==> config.mk <==
export PLATFORM = sky130hd
export DESIGN_NAME = smart_home_ctrl_p
export DESIGN_NICKNAME = d
export VERILOG_FILES = /design/src/rtl/smart_home_pkg.sv /design/src/rtl/sensor_debounce.sv /design/src/rtl/smart_home_ctrl_p.sv
export SDC_FILE = /design/constraint.sdc
export NUM_CORES = 1
export LEC_CHECK = 0
export CORE_UTILIZATION = 51
export CTS_CLUSTER_DIAMETER = 30
export CTS_CLUSTER_SIZE = 40
export DETAILED_ROUTE_END_ITERATION = 16
export PLACE_DENSITY_LB_ADDON = 0.1
export SYNTH_ARGS = -nofsm -noshare
export SYNTH_HDL_FRONTEND = slang
export SYNTH_SLANG_ARGS = --single-unit
==> constraint.sdc <==
create_clock -name clk -period 2.2 [get_ports clk]
set_clock_uncertainty 0.1 [all_clocks]
set_input_delay 0.22 -clock clk [delete_from_list [all_inputs] [get_ports clk]]
set_output_delay 0.22 -clock clk [all_outputs]
set_load 0.005 [all_outputs]
==> src/rtl/smart_home_pkg.sv <==
// rtl/smart_home_pkg.sv - shared state codes and default thermal thresholds
package smart_home_pkg;

    // State encoding doubles as the 3-bit display code
    typedef enum logic [2:0] {
        ST_IDLE  = 3'b000,
        ST_FDOOR = 3'b001,
        ST_RDOOR = 3'b010,
        ST_WIN   = 3'b011,
        ST_FIRE  = 3'b100,
        ST_HOLD  = 3'b101
    } state_t;

    localparam int DEF_HEAT_ON  = 50;
    localparam int DEF_HEAT_OFF = 55;
    localparam int DEF_COOL_ON  = 85;
    localparam int DEF_COOL_OFF = 80;

    // True while the fire alarm owns the house (thermal loads are shed)
    function automatic logic is_alarm(input state_t s);
        return (s == ST_FIRE) || (s == ST_HOLD);
    endfunction

endpackage

==> src/rtl/sensor_debounce.sv <==
// rtl/sensor_debounce.sv - single-bit debouncer requiring DB_CYC consecutive mismatches
module sensor_debounce #(
    parameter int DB_CYC = 4
) (
    input  logic clk,
    input  logic rst,
    input  logic raw,
    output logic filt
);

    localparam int CNT_W = (DB_CYC > 1) ? $clog2(DB_CYC) : 1;
    localparam logic [CNT_W-1:0] LAST = CNT_W'(DB_CYC - 1);

    logic [CNT_W-1:0] cnt;

    // Count consecutive disagreeing samples; adopt raw on the DB_CYC-th one
    always_ff @(posedge clk) begin
        if (rst) begin
            cnt  <= '0;
            filt <= 1'b0;
        end else if (raw != filt) begin
            if (cnt == LAST) begin
                filt <= raw;
                cnt  <= '0;
            end else begin
                cnt <= cnt + CNT_W'(1);
            end
        end else begin
            cnt <= '0;
        end
    end

endmodule

==> src/rtl/smart_home_ctrl_p.sv <==
// rtl/smart_home_ctrl_p.sv - smart-home controller: debounce, priority FSM, alarm hold, thermal control
module smart_home_ctrl_p
    import smart_home_pkg::*;
#(
    parameter int TEMP_W     = 7,
    parameter int N_WIN      = 4,
    parameter int WIN_IW     = (N_WIN > 1) ? $clog2(N_WIN) : 1,
    parameter int DB_CYC     = 4,
    parameter int ALARM_HOLD = 16,
    parameter int HEAT_ON    = DEF_HEAT_ON,
    parameter int HEAT_OFF   = DEF_HEAT_OFF,
    parameter int COOL_ON    = DEF_COOL_ON,
    parameter int COOL_OFF   = DEF_COOL_OFF
) (
    input  logic              clk,
    input  logic              Rst,
    input  logic              SFD,
    input  logic              SRD,
    input  logic [N_WIN-1:0]  SW,
    input  logic              SFA,
    input  logic [TEMP_W-1:0] ST,
    output logic              fdoor,
    output logic              rdoor,
    output logic              winbuzz,
    output logic [WIN_IW-1:0] win_id,
    output logic              alarmbuzz,
    output logic              heater,
    output logic              cooler,
    output logic [2:0]        display
);

    localparam int HOLD_W = (ALARM_HOLD > 1) ? $clog2(ALARM_HOLD) : 1;

    localparam logic [TEMP_W-1:0] HEAT_ON_T  = TEMP_W'(HEAT_ON);
    localparam logic [TEMP_W-1:0] HEAT_OFF_T = TEMP_W'(HEAT_OFF);
    localparam logic [TEMP_W-1:0] COOL_ON_T  = TEMP_W'(COOL_ON);
    localparam logic [TEMP_W-1:0] COOL_OFF_T = TEMP_W'(COOL_OFF);

    logic             fd, rd, fa;
    logic [N_WIN-1:0] w;

    state_t            state, next_state, target;
    logic [HOLD_W-1:0] hold_cnt, next_hold;
    logic [WIN_IW-1:0] low_idx;
    logic              shed;

    sensor_debounce #(.DB_CYC(DB_CYC)) u_db_fd (.clk(clk), .rst(Rst), .raw(SFD), .filt(fd));
    sensor_debounce #(.DB_CYC(DB_CYC)) u_db_rd (.clk(clk), .rst(Rst), .raw(SRD), .filt(rd));
    sensor_debounce #(.DB_CYC(DB_CYC)) u_db_fa (.clk(clk), .rst(Rst), .raw(SFA), .filt(fa));

    for (genvar i = 0; i < N_WIN; i++) begin : g_win_db
        sensor_debounce #(.DB_CYC(DB_CYC)) u_db_w (.clk(clk), .rst(Rst), .raw(SW[i]), .filt(w[i]));
    end

    // Lowest-numbered open window wins the report
    always_comb begin
        low_idx = '0;
        for (int i = N_WIN - 1; i >= 0; i--) begin
            if (w[i]) low_idx = WIN_IW'(i);
        end
    end

    // Fixed-priority target plus fire/hold overrides
    always_comb begin
        if (fd)      target = ST_FDOOR;
        else if (rd) target = ST_RDOOR;
        else if (|w) target = ST_WIN;
        else         target = ST_IDLE;

        next_state = target;
        next_hold  = hold_cnt;
        if (fa) begin
            next_state = ST_FIRE;
        end else begin
            case (state)
                ST_IDLE, ST_FDOOR, ST_RDOOR, ST_WIN: next_state = target;
                ST_FIRE: begin
                    next_state = ST_HOLD;
                    next_hold  = HOLD_W'(ALARM_HOLD - 1);
                end
                ST_HOLD: begin
                    if (hold_cnt == '0) begin
                        next_state = target;
                    end else begin
                        next_state = ST_HOLD;
                        next_hold  = hold_cnt - HOLD_W'(1);
                    end
                end
                default: next_state = ST_IDLE;
            endcase
        end
    end

    // State register with outputs registered from the state being entered
    always_ff @(posedge clk) begin
        if (Rst) begin
            state     <= ST_IDLE;
            hold_cnt  <= '0;
            fdoor     <= 1'b0;
            rdoor     <= 1'b0;
            winbuzz   <= 1'b0;
            win_id    <= '0;
            alarmbuzz <= 1'b0;
            display   <= 3'b000;
        end else begin
            state     <= next_state;
            hold_cnt  <= next_hold;
            fdoor     <= (next_state == ST_FDOOR);
            rdoor     <= (next_state == ST_RDOOR);
            winbuzz   <= (next_state == ST_WIN);
            win_id    <= (next_state == ST_WIN) ? low_idx : '0;
            alarmbuzz <= is_alarm(next_state);
            display   <= next_state;
        end
    end

    // Loads stay off on the edge entering FIRE and the edge leaving HOLD
    assign shed = is_alarm(state) || is_alarm(next_state);

    // Hysteresis thermostat; between thresholds each output holds
    always_ff @(posedge clk) begin
        if (Rst || shed) begin
            heater <= 1'b0;
            cooler <= 1'b0;
        end else begin
            if (ST < HEAT_ON_T)        heater <= 1'b1;
            else if (ST >= HEAT_OFF_T) heater <= 1'b0;

            if (ST > COOL_ON_T)        cooler <= 1'b1;
            else if (ST <= COOL_OFF_T) cooler <= 1'b0;
        end
    end

endmodule

[Word level (Yosys, flattened, before mapping)]
Cells that the tools add are included.
Operators by class
  multiplexer cells: 15
  $lt $le $gt $ge: 4
  $add $sub $neg: 8
  bitwise operators: 9
  reduce and logical (&&, ||, !) cells: 28
  eq/ne operators: 25
Operator list (count)
  OR reduction 3 bit: 8
  adder 2 x 1 -> 2 bit, second input constant: 7
  equality test 2 bit, second input constant: 7
  AND reduction 2 bit: 7
  equality test 3 x 2 -> 1 bit, second input constant: 4
  equality test 3 bit, second input constant: 4
  OR reduction 4 bit: 3
  two-way mux 2 bit: 5
  inverter 1 bit: 9
  case mux 3 bit (3 select lines): 1
  case mux 4 bit (2 select lines): 1
  greater-or-equal comparator 7 x 6 -> 1 bit, second input constant: 1
  greater-than comparator 7 bit, second input constant: 1
  less-or-equal comparator 7 bit, second input constant: 1
  less-than comparator 7 x 6 -> 1 bit, second input constant: 1
  != test 1 bit: 7
  equality test 3 x 1 -> 1 bit, second input constant: 2
  two-way mux 3 bit: 2
  nonzero test 2 bit: 3
  two-way mux 1 bit: 5
  zero test 4 bit: 1
  logical OR 1 bit: 4
  two-way mux 4 bit: 1
  subtractor 4 x 1 -> 4 bit, second input constant: 1
  3 further kinds: 3
Storage, ports and cells
  output and inout port bits: 11
  register bits after elaboration: 36

[Logic depth before layout (Yosys ltp)]
Gate-level depths: netlist of the first run.
  word-level depth: 11
  gate-level depth with buffers: 5
  gate-level depth less buffers: 5

[Cells and area by module]
Synthesis of the first run repeated with hierarchy kept, for this count alone.
Second synthesis, totals
  cells, all modules: 139
  area, all modules: 1480.2 um2
Modules (own cells, without submodules)
  sensor_debounce: sequential area each 60.1 um2, times used 7, cells an instance 9, area an instance 116.4 um2
  smart_home_ctrl_p: sequential area each 300.3 um2, times used 1, cells an instance 76, area an instance 665.6 um2

[Worst setup path after synthesis of the first run]
OpenSTA, ideal clock, no wires.
  kind: reg2reg
  start: reg hold_cnt[0]
  end: reg fdoor
  slack: 0.669 ns
  arrival time: 1.314 ns
  cell stages (with the launch flop): 6
  data required time: 1.982 ns
  clock period less this slack: 1.531 ns
  cell sequence: dfxtp_1 > inv_1 > ha_1 > nor3b_1 > a31oi_1 > o2111a_1
On the way
  cells in the longest elaborated chain, start to end: 5
Ends and longest elaborated chain
  from (decl): RTL line smart_home_ctrl_p.sv:43  | logic [HOLD_W-1:0] hold_cnt, next_hold;
  from (signal assigned): RTL line smart_home_ctrl_p.sv:107  | hold_cnt <= next_hold;
  zero test 4 bit: RTL line smart_home_ctrl_p.sv:82  | if (hold_cnt == '0) begin
  two-way mux 3 bit: RTL line smart_home_ctrl_p.sv:82
  case mux 3 bit (3 select lines): RTL line smart_home_ctrl_p.sv:75  | case (state)
  two-way mux 3 bit: RTL line smart_home_ctrl_p.sv:72  | if (fa) begin
  equality test 3 x 1 -> 1 bit: RTL line smart_home_ctrl_p.sv:108  | fdoor <= (next_state == ST_FDOOR);
  to (signal assigned): RTL line smart_home_ctrl_p.sv:108
  to (decl): RTL line smart_home_ctrl_p.sv:22  | output logic fdoor,
Every way passes these cells.
A chain may end at the register's enable or synchronous reset.

[Final worst setup path of the first run]
Ends and elaborated chain as after synthesis.

==> reports/metrics.cfg, run 1 <==
[outcome]
outcome=completed

[layout]
finalNetCount=212
layout-drive-gt1-share_pct=5.820
layout.cells.most_common=sky130_fd_sc_hd__dfxtp_1
insertedDiodeCount=0
syn2layout_area_growth_pct=25.34
most-common-layout-cells=sky130_fd_sc_hd__dfxtp_1, sky130_fd_sc_hd__nor2_1, sky130_fd_sc_hd__clkdlybuf4s50_1

[die]
floorplan.die.width_um=56.08
top_level_ports=27
floorplan.initialDensity_pct=54.08
die_height_um=56.08
fp.coreArea_mm2=0.002758
row_count=19
design.die.area_mm2=0.003144

[setup_path]
rr_endpoint=fdoor$_SDFF_PP0_
setup.worst_path.class=flip-flop to flip-flop
critical_path.startpoint_type=flip-flop
cp.required_ns=2.32
rr_worst_depth=5
r2r_setup_slack_ns=0.50
critical_path.max_fanout=6
crit-reg2reg-launch=hold_cnt[0]$_SDFFE_PP0P_
setup.worst_path.end_class=flip-flop
timing.critical_path.arrival_ns=1.82

[grt]
number_of_global_route_vias_before_repair=1177
overflow=0
groute.usage.overall_pct=18.98
grt_max_degree=12
antenna_violations_before_repair=0
grt_first_pass_wirelength_um=4740

[power]
p_total_mw=1.224
powerDensity_mw_per_mm2=654.7
irDropWorstVdd_uv=669.4
leakage_nw=0.7198

[timing]
setup_repair_after_global_routing_missed_its_margin=false
fin_setup_tns_ns=0
worst_slew_pin_slew_ns=0.4665
finalCritPeriodShare_pct=77.13
final_hold_viol_count=0
final_max_slew_viol_count=0
setup_violations=0
fmaxAchievable_ghz=0.5894
timing.slew.headroom_pct=68.75
final_critical_path_time_including_i_o_delays_and_setup_ns=1.697

[hold_path]
hold_path.startpoint=u_db_rd.cnt[0]$_SDFF_PP0_
worst_hold_path.num_cells=1
hold_path.class=flip-flop to flip-flop
worstHoldEndpoint=u_db_rd.cnt[0]$_SDFF_PP0_

[synth]
async_set_or_reset_flop_fraction_in_the_synthesized_netlist_pct=0
synth_edf_count=0
syn_inst=156
syn_area_per_cell_um2=9.560
yosysSeqAreaShare_pct=48.32
synthesis.area_mm2=0.001491
synth_cell_type_count=31
number_of_synthesized_register_bits=36
post_synth_top_flop=sky130_fd_sc_hd__dfxtp_1
synth_fp_nets=180
synthesis.yosys.warnings=0

[clock_network]
postCtsHoldBufs=0
cts.htree.levels=2
cts_num_sinks=36
post_cts_resized=0
postCtsSetupBuffers=0
clk-insertion-delay-late_ns=0.32
cts.reportedPaths.clkPinSlew_ns=0.10
clock_path_buffers=2
cts_inserted_buffers=5
tritoncts=built
ctsRootBufferMaster=sky130_fd_sc_hd__clkbuf_4

[detailed_routing]
vias=1173
route.detailed.wl_per_inst_um=12.18
totalWireLength_um=2680
via_per_inst=5.332
drt_iter0_markers=42
final_antenna_net_count=0
remaining_drc_errors=0
drt-pass1-iter-count=4

[place]
detailedPlacementHpwl_um=2085
numPortBuffers=26
place_congestion=0.8275

[flow_run]
max_cap_violations=0

[cell families after synthesis]
logic type,share of synthesized area [%]
buffers and inverters,4.111
multiplexers,4.698
adder cells (fa/ha/maj),6.712
AO/OA/AOI/OAI,12.58
flip-flops,48.32
XOR/XNOR,4.111
AND/OR/NAND/NOR,19.46
[metal layers]
| layer | wire [µm] | vias up | GRT usage (%) | share of wire (%) |
|---|---|---|---|---|
| met5 | 0 | - | 0 | 0 |
| met4 | 21 | 0 | 9.408 | 0.78 |
| met3 | 113 | 2 | 4.651 | 4.2 |
| met2 | 1384 | 20 | 32.65 | 52 |
| met1 | 1161 | 546 | 21.83 | 43 |
| li1 | - | 605 | - | - |
[report_power, final]
group / internal, mW / leakage, nW / switching (mW)
clock network: 0.238 / 0.0422 / 0.199
logic: 0.0610 / 0.385 / 0.0441
registers: 0.671 / 0.293 / 0.0112
[worst max-delay path by stage]
stage                                end                startpoint  cells past startpoint
global placement        fdoor$_SDFF_PP0_  hold_cnt[0]$_SDFFE_PP0P_                      5
CTS                     fdoor$_SDFF_PP0_  hold_cnt[0]$_SDFFE_PP0P_                      5
global route        win_id[0]$_SDFF_PP0_  hold_cnt[0]$_SDFFE_PP0P_                      5
detailed placement      fdoor$_SDFF_PP0_  hold_cnt[0]$_SDFFE_PP0P_                      5
floorplan               fdoor$_SDFF_PP0_  hold_cnt[0]$_SDFFE_PP0P_                      5
finish                  fdoor$_SDFF_PP0_  hold_cnt[0]$_SDFFE_PP0P_                      5
[critical path, stage by stage (launching register included)]
cell and delay [ns]:
sky130_fd_sc_hd__dfxtp_1 0.34, sky130_fd_sc_hd__inv_1 0.07, sky130_fd_sc_hd__ha_1 0.21, sky130_fd_sc_hd__nor3b_1 0.33
sky130_fd_sc_hd__a31oi_1 0.26, sky130_fd_sc_hd__o2111a_1 0.29
[state kept, by name (all words and copies together) (netlist names), 2 cells and up]
register and cells:
g_win_db.u_db_w.cnt 8, g_win_db.u_db_w.filt 4, hold_cnt 4, state 3
u_db_fa.cnt 2, u_db_fd.cnt 2, u_db_rd.cnt 2, win_id 2
[final cells by class]
class	count	area [µm²]
clock buffer	6	41.29
timing repair buffer	28	275.3
clock inverter	2	35.03
sequential	36	720.7
inverter	13	48.80
multi-input combinational	104	709.4
fill	244	888.4
tap	31	38.79
[cell usage after synthesis (3+ instances only)]
cell type,n,area [µm²]
sky130_fd_sc_hd__dfxtp_1,36,720.7
sky130_fd_sc_hd__nor2_1,30,112.6
sky130_fd_sc_hd__o21ai_0,4,20.02
sky130_fd_sc_hd__nor2b_1,3,18.77
sky130_fd_sc_hd__xnor2_1,7,61.31
sky130_fd_sc_hd__a311oi_1,3,26.28
sky130_fd_sc_hd__ha_1,8,100.1
sky130_fd_sc_hd__nor3_1,4,20.02
sky130_fd_sc_hd__o21a_1,4,30.03
sky130_fd_sc_hd__or3_1,8,50.05
sky130_fd_sc_hd__inv_1,13,48.80
sky130_fd_sc_hd__mux2i_1,7,70.07
sky130_fd_sc_hd__a21oi_1,5,25.02
[metrics by stage]
stage / utilization [%] / hold slack (ns) / instances / instance area [µm²] / setup slack, ns
3_3_place_gp: 65.02 / 0.3043 / 212 / 1793 / 0.5698
3_5_place_dp: 65.02 / 0.3088 / 212 / 1793 / 0.4970
2_1_floorplan: - / 0.1921 / 156 / 1491 / 0.6689
4_1_cts: 67.79 / 0.3260 / 220 / 1869 / 0.4874
6_report: 67.79 / 0.3205 / 220 / 1869 / 0.5032
5_1_grt: 67.79 / 0.3365 / 220 / 1869 / 0.3417
Power figures use the tool's default switching activity.
==> run 2: changes to the inputs <==
- CORE_UTILIZATION: 51 -> 46
- clock period: 2.2 -> 1.5 ns (I/O delays scaled with it)
==> reports/metrics.cfg, run 2 (synthesis gave the netlist of run 1 again) <==
[outcome]
outcome=completed

[timing]
hold_slack_ns=0.2681  ; -0.05237 ns
timing.slew.headroom_pct=73.51  ; +4.8 points
fin_setup_tns_ns=0  ; unchanged
worst_slew_pin_slew_ns=0.3966  ; -0.06997 ns
setup_violations=0  ; unchanged
final_max_slew_viol_count=0  ; unchanged
finalCritPeriodShare_pct=99.82  ; +23 points
fmaxAchievable_ghz=0.6679  ; +13%
setup_repair_after_global_routing_missed_its_margin=true
final_critical_path_time_including_i_o_delays_and_setup_ns=1.497  ; -0.1995 ns
final_hold_viol_count=0  ; unchanged

[detailed_routing]
via_per_inst=5.077  ; -4.8%
drt_iter0_markers=28  ; -33%
final_antenna_net_count=0  ; unchanged
vias=1249  ; +6.5%
drt-pass1-iter-count=4  ; unchanged
totalWireLength_um=2853  ; +6.5%
route.detailed.wl_per_inst_um=11.60  ; -4.8%
remaining_drc_errors=0  ; unchanged

[die]
die_height_um=58.94  ; +5.1%
top_level_ports=27  ; unchanged
row_count=20  ; +1
design.die.area_mm2=0.003474  ; +10%
fp.coreArea_mm2=0.003053  ; +11%
floorplan.die.width_um=58.94  ; +5.1%
floorplan.initialDensity_pct=48.85  ; -5.2 points

[grt]
antenna_violations_before_repair=0  ; unchanged
overflow=0  ; unchanged
groute.usage.overall_pct=18.55  ; -0.43 points
grt_max_degree=17  ; +5
number_of_global_route_vias_before_repair=1143  ; -2.9%
grt_first_pass_wirelength_um=4719  ; -0.44%

[layout]
layout-drive-gt1-share_pct=17.33  ; +12 points
top_register=g_win_db.u_db_w.cnt
largest_register_ff_count=8  ; unchanged
finalNetCount=225  ; +6.1%
most-common-layout-cells=sky130_fd_sc_hd__dfxtp_1, sky130_fd_sc_hd__nor2_1, sky130_fd_sc_hd__clkdlybuf4s50_1
syn2layout_area_growth_pct=36.33
final_core_utilization_pct=66.60  ; -1.2 points
biggestRegsByFlops=g_win_db.u_db_w.cnt: 8 flops, g_win_db.u_db_w.filt: 4 flops, hold_cnt: 4 flops
layout.cells.most_common=sky130_fd_sc_hd__dfxtp_1
nFillCells=266  ; +9.0%
insertedDiodeCount=0  ; unchanged
instances_no_fill=246  ; +12%

[flow_run]
max_cap_violations=0  ; unchanged

[place]
numPortBuffers=26  ; unchanged
place_congestion=0.9203  ; +11%
detailedPlacementHpwl_um=2152  ; +3.2%
place_inst=237  ; +12%

[clock_network]
cts.reportedPaths.clkPinSlew_ns=0.10  ; about the same
cts_num_sinks=36  ; unchanged
clock_path_buffers=2  ; unchanged
cts_inserted_buffers=5  ; unchanged
postCtsHoldBufs=0  ; unchanged
clk-insertion-delay-late_ns=0.34  ; +0.02 ns
ctsRootBufferMaster=sky130_fd_sc_hd__clkbuf_4
tritoncts=built
cts.htree.levels=2  ; unchanged

[setup_path]
crit_path_cell_trace=buf_4 > or3_1 > o311a_1 > o41ai_2
critPathMaxStageDelay_ns=0.33  ; about the same
worst_path_max_delay_cell=sky130_fd_sc_hd__or3_1
critical_path.startpoint_type=flip-flop
setup.worst_path.class=flip-flop to flip-flop
cp.required_ns=1.65  ; -0.67 ns
critical_path.max_fanout=3  ; -3
setup.worst_path.end_class=flip-flop
path_delay_family=compound AO/OA/AOI/OAI gates
timing.critical_path.arrival_ns=1.64  ; -0.18 ns
critical_path.n_buffers_inverters=1  ; unchanged

[power]
p_total_mw=1.832  ; +50%
powerDensity_mw_per_mm2=901.0  ; +38%
leakage_nw=0.8388  ; +17%
irDropWorstVdd_uv=675.2  ; +0.87%

[hold_path]
hold_path.class=input port to flip-flop

run 2: changes by cell type in the layout (fill, tap and decap cells not counted), moves of 2 or more:
| cell | change |
|---|---|
| sky130_fd_sc_hd__buf_4 | +13 |
| sky130_fd_sc_hd__clkdlybuf4s50_1 | -3 |
| sky130_fd_sc_hd__dfxtp_1 | -4 |
| sky130_fd_sc_hd__dfxtp_4 | +3 |
| sky130_fd_sc_hd__dlymetal6s2s_1 | +2 |
run 2: report_power, final:
group,switching (mW),leakage (nW),internal [mW],total [mW]
registers,0.0153,0.296,0.979,0.995
clock network,0.323,0.0412,0.347,0.670
logic,0.0687,0.502,0.0981,0.167
run 2: final timing paths:
check	to	from	cells after the start	slack, ns
max	hold_cnt[3]$_SDFFE_PP0P_	hold_cnt[0]$_SDFFE_PP0P_	4	0.003
min	heater$_SDFFE_PP0P_	ST[6]	2	0.27
max reg2reg	hold_cnt[3]$_SDFFE_PP0P_	hold_cnt[0]$_SDFFE_PP0P_	4	0.003
min reg2reg	u_db_rd.cnt[0]$_SDFF_PP0_	u_db_rd.cnt[0]$_SDFF_PP0_	1	0.32
run 2: final cells by class:
class | instances | area [µm²] | share of cell area [%]
Clock buffer | 5 | 37.54 | 1.846
Timing Repair Buffer | 41 | 376.6 | 18.52
Tap cell | 44 | 55.05 | 2.708
Sequential cell | 36 | 733.2 | 36.06
Inverter | 13 | 48.80 | 2.400
Multi-Input combinational cell | 104 | 739.5 | 36.37
Clock inverter | 3 | 42.54 | 2.092
run 2: per-stage QoR:
step,area [µm²],setup slack [ns]
5_1_grt,2033,-0.04124
6_report,2033,0.002725
2_1_floorplan,1503,0.003312
4_1_cts,2007,0.001159
3_5_place_dp,1911,-0.04716
3_3_place_gp,1911,-0.03332
run 2: routing by layer:
layer | global-route usage, % | vias to the layer above | wire length (µm)
met5 | 0 | - | 0
met4 | 7.143 | 0 | 43
met3 | 7.033 | 6 | 160
met2 | 31.17 | 38 | 1366
met1 | 21.29 | 571 | 1281
li1 | - | 634 | -
run 2: what timing repair did:
action	4_1_cts	5_1_grt
pin swaps	1	1
endpoints found under the setup margin	7	10
buffers inserted	0	1
gates resized for setup	8	7
cloned	0	0
==> run 3: changes to the inputs <==
- ABC_AREA: default -> 1
- REMOVE_ABC_BUFFERS: default -> 1
==> reports/metrics.cfg, run 3 <==
[clock_network]
cts.reportedPaths.clkPinSlew_ns=0.10  ; about the same
ctsRootBufferMaster=sky130_fd_sc_hd__clkbuf_4
postCtsHoldBufs=0  ; unchanged
tritoncts=built
cts_inserted_buffers=5  ; unchanged
cts.htree.levels=2  ; unchanged
clock_path_buffers=2  ; unchanged
cts_num_sinks=36  ; unchanged
clk-insertion-delay-late_ns=0.34  ; about the same

[die]
floorplan.die.width_um=60.73  ; +3.0%
design.die.area_mm2=0.003688  ; +6.1%
floorplan.initialDensity_pct=50.32  ; +1.5 points
row_count=20  ; unchanged
fp.coreArea_mm2=0.003153  ; +3.3%
die_height_um=60.73  ; +3.0%
top_level_ports=27  ; unchanged

[grt]
overflow=0  ; unchanged
groute.usage.overall_pct=17.96  ; -0.59 points
antenna_violations_before_repair=0  ; unchanged
number_of_global_route_vias_before_repair=1176  ; +2.9%
grt_max_degree=18  ; +1
grt_first_pass_wirelength_um=4650  ; -1.5%

[power]
clkPwrFrac_pct=32.4  ; -4.2 points
irDropWorstVdd_uv=696.5  ; +3.1%
p_sw_mw=0.4303  ; +5.7%
powerDensity_mw_per_mm2=883.5  ; -1.9%
leakage_nw=0.9597  ; +14%
intPower_mw=1.353  ; -5.1%
seqPwrFrac_pct=56.4  ; +2.1 points
power.switching_fraction_pct=24.13  ; +1.9 points
combPwrFrac_pct=11.2  ; +2.1 points

[setup_path]
worst_path_max_delay_cell=sky130_fd_sc_hd__clkdlybuf4s50_1
path_delay_family=buffers and inverters
timing.critical_path.arrival_ns=1.17  ; -0.47 ns
critical_path.n_buffers_inverters=1  ; unchanged
critical_path.max_fanout=1  ; -2
critPathMaxStageDelay_ns=0.50  ; +0.17 ns
critical_path.startpoint_type=flip-flop
cp.required_ns=1.25  ; -0.40 ns
setup.worst_path.class=flip-flop to output port
crit_path_cell_trace=clkdlybuf4s50_1
setup.worst_path.end_class=output port

[timing]
setup_violations=0  ; unchanged
hold_slack_ns=0.2783  ; +0.01013 ns
fin_setup_tns_ns=0  ; unchanged
final_max_slew_viol_count=0  ; unchanged
final_hold_viol_count=0  ; unchanged
setup_repair_after_global_routing_missed_its_margin=false
worst_slew_pin_slew_ns=0.3228  ; -0.07379 ns
finalCritPeriodShare_pct=94.94  ; -4.9 points
final_critical_path_time_including_i_o_delays_and_setup_ns=1.424  ; -0.07319 ns
fmaxAchievable_ghz=0.7022  ; +5.1%
setup_slack_ns=0.07591  ; +0.07319 ns
timing.slew.headroom_pct=78.45  ; +4.9 points

[layout]
area_occupied_by_multi_input_gates_um2=735.7  ; -0.51%
nFillCells=286  ; +7.5%
syn2layout_area_growth_pct=27.21
biggestRegsByFlops=g_win_db.u_db_w.cnt: 8 flops, g_win_db.u_db_w.filt: 4 flops, hold_cnt: 4 flops
largest_register_ff_count=8  ; unchanged
top_register=g_win_db.u_db_w.cnt
finalNetCount=259  ; +15%
layout-drive-gt1-share_pct=16.17  ; -1.2 points
most-common-layout-cells=sky130_fd_sc_hd__dfxtp_1, sky130_fd_sc_hd__inv_1, sky130_fd_sc_hd__nor2_1
final_cell_area_mm2=0.002018  ; -0.74%
ff_latch_area_um2=729.5  ; -0.51%
insertedDiodeCount=0  ; unchanged
layout.cells.most_common=sky130_fd_sc_hd__dfxtp_1

[hold_path]
hold_path.class=input port to flip-flop

[synth]
syn_area_per_cell_um2=7.972  ; -17%
main_area_contributors_after_synthesis=sky130_fd_sc_hd__dfxtp_1, sky130_fd_sc_hd__inv_1, sky130_fd_sc_hd__nor2_1
yosysSeqAreaShare_pct=45.43  ; -2.9 points
async_set_or_reset_flop_fraction_in_the_synthesized_netlist_pct=0  ; unchanged
synth.most_common_cell=sky130_fd_sc_hd__dfxtp_1
synth_edf_count=0  ; unchanged
syn_inst=199  ; +28%
synthesis.area_mm2=0.001587  ; +6.4%
yosys.area.top_type_share_pct=45.43  ; -2.9 points
post_synth_top_flop=sky130_fd_sc_hd__dfxtp_1
synthesis.yosys.warnings=0  ; unchanged
synth_area_leader_cell=sky130_fd_sc_hd__dfxtp_1
post_synth_most_frequent_cells=sky130_fd_sc_hd__dfxtp_1, sky130_fd_sc_hd__inv_1, sky130_fd_sc_hd__nor2_1, sky130_fd_sc_hd__nand2_1, sky130_fd_sc_hd__a21oi_1
number_of_synthesized_register_bits=36  ; unchanged
synth_cell_type_count=25  ; -19%

[detailed_routing]
totalWireLength_um=3098  ; +8.6%
via_per_inst=4.853  ; -4.4%
route.detailed.wl_per_inst_um=11.10  ; -4.3%
remaining_drc_errors=0  ; unchanged
final_antenna_net_count=0  ; unchanged
vias=1354  ; +8.4%
drt_iter0_markers=35  ; +25%
drt-pass1-iter-count=4  ; unchanged

[place]
numPortBuffers=26  ; unchanged
place_congestion=0.8437  ; -8.3%
placed_area_mm2=0.001904  ; -0.33%
post-place-ws_ns=0.09324  ; +0.1404 ns
detailedPlacementHpwl_um=2287  ; +6.3%

[flow_run]
max_cap_violations=0  ; unchanged

[outcome]
outcome=completed

run 3: changes by cell type after synthesis, moves of 7 or more:
cell | previous run | this run
sky130_fd_sc_hd__mux2i_1 | 7 | 0
sky130_fd_sc_hd__inv_1 | 13 | 31
sky130_fd_sc_hd__o211ai_1 | 0 | 7
sky130_fd_sc_hd__xnor2_1 | 7 | 0
sky130_fd_sc_hd__or3_1 | 8 | 0
sky130_fd_sc_hd__a21oi_1 | 5 | 17
sky130_fd_sc_hd__o21ai_1 | 0 | 7
sky130_fd_sc_hd__nand2_1 | 2 | 28
run 3: cell type report:
class	instances	area share (%)
multi-input combinational	126	36.45
timing repair buffer	30	14.76
inverter	36	6.696
clock buffer	7	3.224
sequential	36	36.14
tap	44	2.728
run 3: path summary, 6_finish.rpt:
check        slack [ns]                                  from  cells past startpoint                              endpoint
max                0.08                  win_id[1]$_SDFF_PP0_                      1                             win_id[1]
min                0.28                                 ST[6]                      3                   cooler$_SDFFE_PP0P_
max reg2reg        0.10              hold_cnt[0]$_SDFFE_PP0P_                      6                   heater$_SDFFE_PP0P_
min reg2reg        0.32  g_win_db[1].u_db_w.cnt[0]$_SDFF_PP0_                      1  g_win_db[1].u_db_w.cnt[0]$_SDFF_PP0_
run 3: cells by family (layout without fill, tap and decap cells):
group	count (synthesis)	in the layout	synth area share, %
and+or+nand+nor	78	78	23.74
AOI/OAI and AO/OA	40	40	15.69
buffers and inverters	37	73	8.833
DFF	36	36	45.43
adders and majority gates	8	8	6.309
run 3: metrics by stage:
stage	instances	power, mW	util (%)
after floorplan	198	1.132	-
after global placement	269	1.214	60.40
after detailed placement	269	1.226	60.40
after CTS	276	1.799	62.62
after global routing	279	1.880	64.01
final	279	1.783	64.01
run 3: power groups by stage:
stage / Combinational (mW) / Sequential [mW] / Clock (mW)
6_report: 0.199 / 1.01 / 0.578
5_1_grt: 0.222 / 1.01 / 0.646
4_1_cts: 0.195 / 1.01 / 0.595
3_5_place_dp: 0.194 / 1.03 / 0
3_3_place_gp: 0.184 / 1.03 / 0
2_1_floorplan: 0.104 / 1.03 / 0
run 3: routing by layer:
| layer | global-route usage [%] | part of all wire, % | vias up |
|---|---|---|---|
| li1 | - | - | 704 |
| met1 | 17.64 | 42 | 613 |
| met2 | 32.18 | 51 | 35 |
| met3 | 7.676 | 5.8 | 2 |
| met4 | 9.091 | 0.52 | 0 |
| met5 | 0 | 0 | - |
run 3: timing repair:
item,in CTS,in global routing
pin swaps,0,0
buffers inserted,0,3
endpoints found under the setup margin,2,8
endpoints found under the hold margin,0,0
resized for setup,3,7
gates cloned,0,0
